**config.mk**
```make
export PLATFORM = sky130hd
export DESIGN_NAME = vector_xnor_accumulator_flat
export DESIGN_NICKNAME = d
export VERILOG_FILES = /design/src/rtl/vector_xnor_accumulator_if.sv /design/src/rtl/vector_xnor_accumulator.sv /design/src/flat_wrapper.sv
export SDC_FILE = /design/constraint.sdc
export NUM_CORES = 1
export LEC_CHECK = 0
export CAP_MARGIN = 20
export CORE_UTILIZATION = 55
export CTS_CLUSTER_DIAMETER = 120
export DETAILED_ROUTE_END_ITERATION = 16
export GPL_TIMING_DRIVEN = 0
export PLACE_DENSITY_LB_ADDON = 0.3
export REMOVE_ABC_BUFFERS = 1
export SETUP_SLACK_MARGIN = 0.5
export SKIP_CTS_REPAIR_TIMING = 1
export SLEW_MARGIN = 40
export SYNTH_ARGS = -nofsm -noshare
export SYNTH_HDL_FRONTEND = slang
export SYNTH_SLANG_ARGS = --single-unit
```
**constraint.sdc**
```tcl
create_clock -name clk -period 10.7 [get_ports clk]
set_input_delay 1.605 -clock clk [delete_from_list [all_inputs] [get_ports clk]]
set_output_delay 1.605 -clock clk [all_outputs]
set_load 0.05 [all_outputs]
```
**src/rtl/vector_xnor_accumulator_if.sv**
```systemverilog
// Bus between the XNOR accumulator, the upstream vector buffer and the
// downstream result consumer.
//   master : accumulator side (issues req, presents result)
//   slave  : environment side (answers req, accepts result)
interface vector_xnor_accumulator_if #(
    parameter int unsigned ACC_W = 6
);
    logic             req;
    logic [7:0]       vector;
    logic             valid;
    logic [ACC_W-1:0] result;
    logic             result_valid;
    logic             result_ready;

    modport master (
        output req,
        input  vector,
        input  valid,
        output result,
        output result_valid,
        input  result_ready
    );

    modport slave (
        input  req,
        output vector,
        output valid,
        input  result,
        input  result_valid,
        output result_ready
    );
endinterface

```
**src/rtl/vector_xnor_accumulator.sv**
```systemverilog
// Pulls 8-bit vectors from the bit buffer one at a time, scores each as
// popcount(vector XNOR weight), sums NB_VECS scores and offers the sum
// downstream with a valid/ready handshake.
// Optional feature macro: VECTOR_XNOR_ACC_THRESHOLD_EN adds a threshold
// input and a registered binarized output result_bit = (result >= threshold).
module vector_xnor_accumulator #(
    parameter int unsigned NB_VECS = 4,
    parameter int unsigned ACC_W   = 6
) (
    input  logic                       clk,
    input  logic                       rst_n,
    input  logic                       enable,
    input  logic [7:0]                 weight_in,
    input  logic                       weight_load,
    vector_xnor_accumulator_if.master  bus
`ifdef VECTOR_XNOR_ACC_THRESHOLD_EN
    ,
    input  logic [ACC_W-1:0]           threshold,
    output logic                       result_bit
`endif
);

    localparam int unsigned CNT_W = (NB_VECS > 1) ? $clog2(NB_VECS) : 1;

    typedef enum logic [1:0] {
        S_REQ  = 2'd0,
        S_WAIT = 2'd1,
        S_OUT  = 2'd2
    } state_t;

    state_t           r_state;
    logic             r_req;
    logic [7:0]       r_weight;
    logic [ACC_W-1:0] r_acc;
    logic [CNT_W-1:0] r_cnt;
    logic [ACC_W-1:0] r_result;
    logic             r_result_valid;

    logic [7:0]       w_match;
    logic [3:0]       w_score;
    logic [ACC_W-1:0] w_sum;
    logic             w_last;

    assign bus.req          = r_req;
    assign bus.result       = r_result;
    assign bus.result_valid = r_result_valid;

    // Weight register; a vector scored on the load edge still sees the old value.
    always_ff @(posedge clk or negedge rst_n) begin
        if (!rst_n) begin
            r_weight <= 8'h00;
        end else if (weight_load) begin
            r_weight <= weight_in;
        end
    end

    // Score = number of bit positions where vector equals weight.
    always_comb begin
        w_match = ~(bus.vector ^ r_weight);
        w_score = '0;
        for (int unsigned i = 0; i < 8; i++) begin
            w_score = w_score + 4'(w_match[i]);
        end
    end

    assign w_sum  = r_acc + ACC_W'(w_score);
    assign w_last = (r_cnt == CNT_W'(NB_VECS - 1));

    // Request / accumulate / present FSM with registered req and result.
    // req is raised on the edge that enters S_REQ (or while idling there with
    // enable high), so the cycle in S_REQ with req=1 is the request cycle and
    // S_WAIT is the response cycle; this gives one vector per two cycles.
    always_ff @(posedge clk or negedge rst_n) begin
        if (!rst_n) begin
            r_state        <= S_REQ;
            r_req          <= 1'b0;
            r_acc          <= '0;
            r_cnt          <= '0;
            r_result       <= '0;
            r_result_valid <= 1'b0;
`ifdef VECTOR_XNOR_ACC_THRESHOLD_EN
            result_bit     <= 1'b0;
`endif
        end else begin
            case (r_state)
                S_REQ: begin
                    if (r_req) begin
                        r_req   <= 1'b0;
                        r_state <= S_WAIT;
                    end else if (enable) begin
                        r_req <= 1'b1;
                    end
                end
                S_WAIT: begin
                    if (bus.valid && w_last) begin
                        r_result       <= w_sum;
                        r_result_valid <= 1'b1;
                        r_acc          <= '0;
                        r_cnt          <= '0;
                        r_state        <= S_OUT;
`ifdef VECTOR_XNOR_ACC_THRESHOLD_EN
                        result_bit     <= (w_sum >= threshold);
`endif
                    end else begin
                        if (bus.valid) begin
                            r_acc <= w_sum;
                            r_cnt <= r_cnt + CNT_W'(1);
                        end
                        r_req   <= enable;
                        r_state <= S_REQ;
                    end
                end
                S_OUT: begin
                    if (bus.result_ready) begin
                        r_result_valid <= 1'b0;
                        r_req          <= enable;
                        r_state        <= S_REQ;
                    end
                end
                default: begin
                    r_req   <= 1'b0;
                    r_state <= S_REQ;
                end
            endcase
        end
    end

endmodule
```
**src/flat_wrapper.sv**
```systemverilog
// flat-port wrapper written by rule: the top's interface ports become plain ports
module vector_xnor_accumulator_flat 
#(
    parameter int unsigned NB_VECS = 4,
    parameter int unsigned ACC_W   = 6
)
  (clk, rst_n, enable, weight_in, weight_load, bus_req, bus_vector, bus_valid, bus_result, bus_result_valid, bus_result_ready);
  vector_xnor_accumulator_if #(.ACC_W(ACC_W)) bus_i ();
  input  logic clk;
  input  logic rst_n;
  input  logic enable;
  input  logic [7:0] weight_in;
  input  logic weight_load;
  output wire logic [$bits(bus_i.req)-1:0] bus_req;
  input wire logic [$bits(bus_i.vector)-1:0] bus_vector;
  input wire logic [$bits(bus_i.valid)-1:0] bus_valid;
  output wire logic [$bits(bus_i.result)-1:0] bus_result;
  output wire logic [$bits(bus_i.result_valid)-1:0] bus_result_valid;
  input wire logic [$bits(bus_i.result_ready)-1:0] bus_result_ready;
  assign bus_req = bus_i.req;
  assign bus_i.vector = bus_vector;
  assign bus_i.valid = bus_valid;
  assign bus_result = bus_i.result;
  assign bus_result_valid = bus_i.result_valid;
  assign bus_i.result_ready = bus_result_ready;
  vector_xnor_accumulator #(.NB_VECS(NB_VECS), .ACC_W(ACC_W)) u_core (.clk(clk), .rst_n(rst_n), .enable(enable), .weight_in(weight_in), .weight_load(weight_load), .bus(bus_i));
endmodule
```
==> flow_summary.json <==
{
  "status": "complete, no violations",
  "die_x_um": 55.8,
  "synth_cell_types": 36,
  "io_buffers": 29,
  "cts_tree": "yes",
  "drv_cap": 0,
  "worst_pin_slew_ns": 0.575,
  "multiInputGateArea_sq_um": 876,
  "p_per_area_nw_per_um2": 275,
  "max_freq_mhz": 181,
  "cp_max_fo": 7,
  "endpoint_kind": "flip-flop",
  "n_antenna_cell": 0,
  "core_sq_um": 2760,
  "syn_area_sq_um": 1590,
  "grt_pass1_vias": 1306,
  "vias_per_cell": 5.64,
  "grtUsageTotal_pct": 22.0,
  "rows": 19,
  "start_util_pct": 57.8,
  "htreeDepth": 1,
  "vias": 1191,
  "fin_setup_tns_ns": 0,
  "clk-insertion-delay-late_ns": 0.33,
  "max-slew-margin-rel_pct": 61.7,
  "antenna_found_initial": 0,
  "use_met2_pct": 39.1,
  "maxSlewViolCount": 0,
  "hp-class": "reg -> reg",
  "grt_use_met1_pct": 26.7,
  "total_leakage_power_nw": 0.868,
  "ios": 30,
  "clock_skew_ns": 0.0120,
  "cts.clk_slew.worst_paths_ns": 0.16,
  "clk_path_buf_depth": 2,
  "area_growth_syn_to_layout_pct": 22.5,
  "die_h_um": 55.8,
  "synth_top_area_cell": "dfrtp_1",
  "ant_nets": 0,
  "n_fill_cell": 221,
  "fp.dieArea_sq_um": 3120,
  "cts-root-buf": "clkbuf_4",
  "wl_per_cell_um": 13.8,
  "synth_edf_count": 0,
  "avgSynthCellArea_sq_um": 10.5,
  "ys_ff_latch": 26,
  "required_ns": 10.95,
  "hpwl_um": 2210,
  "worstSetupPathType": "in -> reg",
  "setup_violations": 0,
  "met3_usage_pct": 2.56,
  "grt_pass1_wl_um": 5410,
  "arrival_ns": 5.78,
  "async_reset_ff_share_pct": 100,
  "gp_congestion": 0.816,
  "hold_violations": 0,
  "fin_crit_ns": 5.54,
  "first_iter_violations": 34,
  "top_usage_layer": "met2",
  "gr-total-overflow": 0,
  "cts_buffers": 3,
  "yosysTopAreaCellShare_pct": 40.8,
  "start_kind": "input pin",
  "drc": 0,
  "fin_crit_sh_pct": 51.8,
  "dr.pass1.iters": 4,
  "clock_sinks": 26,
  "drive_gt1_share_pct": 10.0,
  "yosys_warnings": 0,
  "routed_wl_um": 2920,
  "rsz0062_at_grt": "no",
  "syn_inst": 151,
  "seqCellArea_sq_um": 651,
  "finalNetCount": 220,
  "synth_area_leaders": "dfrtp_1 (41%), ha_1 (9.4%), mux2_2 (6.4%)",
  "grt_max_degree": 27,
  "seq_area_frac_synth_pct": 40.8,
  "synth-main-ff-cell": "dfrtp_1",
  "total_power_mw": 0.537,
  "ir_drop_mv": 0.219
}
==> worst max-delay path, cell delays in order <==
cell             delay (ns)
clkdlybuf4s50_1        0.42
xnor2_1                0.13
ha_1                   0.28
inv_1                  0.05
fa_1                   0.50
fa_1                   0.54
inv_1                  0.05
fa_1                   0.45
inv_1                  0.09
fa_1                   0.46
inv_1                  0.08
ha_1                   0.23
a211oi_2               0.47
nor2_1                 0.13
o311ai_1               0.28
==> per-layer routing <==
metal,vias up,routed length (um)
met3,6,80
met1,575,1320
li1,583,-
met5,-,0
met2,27,1470
met4,0,52
==> area by class of cell <==
cell class / count / share of cell area (%)
inverters: 13 / 2.50
multi-input cells: 108 / 44.9
repair buffers: 29 / 14.6
flip-flops and latches: 26 / 33.3
clock inverters: 1 / 1.54
clock buffers: 3 / 1.15
well taps: 31 / 1.99
==> worst paths after layout <==
path                            cells past startpoint                  from                   end  slack, ns
worst min-delay path                                2  u_core.bus.result[0]  u_core.bus.result[0]       0.50
max in group asynchronous                           1                 rst_n    u_core.r_weight[0]       9.08
min in group asynchronous                           1                 rst_n        u_core.bus.req       1.24
worst max-delay path                               15         bus_vector[0]       u_core.r_acc[3]       5.16
worst max register to register                     14    u_core.r_weight[0]       u_core.r_acc[3]       6.44
worst min register to register                      2  u_core.bus.result[0]  u_core.bus.result[0]       0.50
==> state kept, by name, summed over array words and instances (netlist names) <==
name                     cells
u_core.bus.result            6
u_core.bus.req               1
u_core.r_acc                 6
u_core.r_cnt                 2
u_core.r_weight              8
u_core.r_state               2
u_core.bus.result_valid      1
==> logic make-up (layout without fill, tap and decap cells) <==
| group | count (synthesis) | in the layout | synth area share (%) |
|---|---|---|---|
| AOI/OAI and AO/OA | 28 | 28 | 12.5 |
| xor gates and xnor gates | 10 | 10 | 5.50 |
| adders and majority gates | 17 | 17 | 15.7 |
| buffers and inverters | 17 | 46 | 4.16 |
| DFF | 26 | 26 | 40.8 |
| muxes | 10 | 10 | 6.99 |
| and+or+nand+nor | 43 | 43 | 14.3 |
==> report_power, final <==
part | internal (mW) | switching [mW] | total, mW
Clock | 0.0379 | 0.0317 | 0.0696
Sequential | 0.130 | 0.0229 | 0.153
Combinational | 0.127 | 0.187 | 0.315
==> metrics by stage <==
step                std cells  hold WS (ns)  setup slack [ns]  instance area (sq um)  util, %
floorplan                 147         0.453              5.53                   1580        -
global placement          207         0.460              4.92                   1900     69.1
detailed placement        207         0.469              4.83                   1900     68.9
CTS                       211         0.503              5.18                   1950     70.8
global route              211         0.519              4.93                   1950     70.8
finish                    211         0.501              5.16                   1950     70.8
==> synthesized netlist by cell type, drive strengths merged, types with 3 or more instances <==
master	number
nand2b	3
dfrtp	26
o31ai	4
nor2b	6
mux2	9
inv	13
nor2	5
ha	12
xnor2	5
xor2	5
nand2	17
o21ai	7
o211ai	6
fa	5
==> cells in the final DEF (no fill, tap or decap), types with 2 or more instances in the layout <==
master           count
nand2b_1             3
o31ai_1              4
o211ai_1             6
nor2_1               5
xnor2_1              5
mux2_2               9
nand2_1             17
ha_1                12
or2_2                2
dfrtp_1             26
clkdlybuf4s50_1     28
xor2_1               5
or4_1                2
nor2b_1              6
clkbuf_4             3
inv_1               13
o21a_1               2
o21ai_0              6
a21oi_1              2
o2111ai_1            2
fa_1                 5
Power figures use the tool's default switching activity.
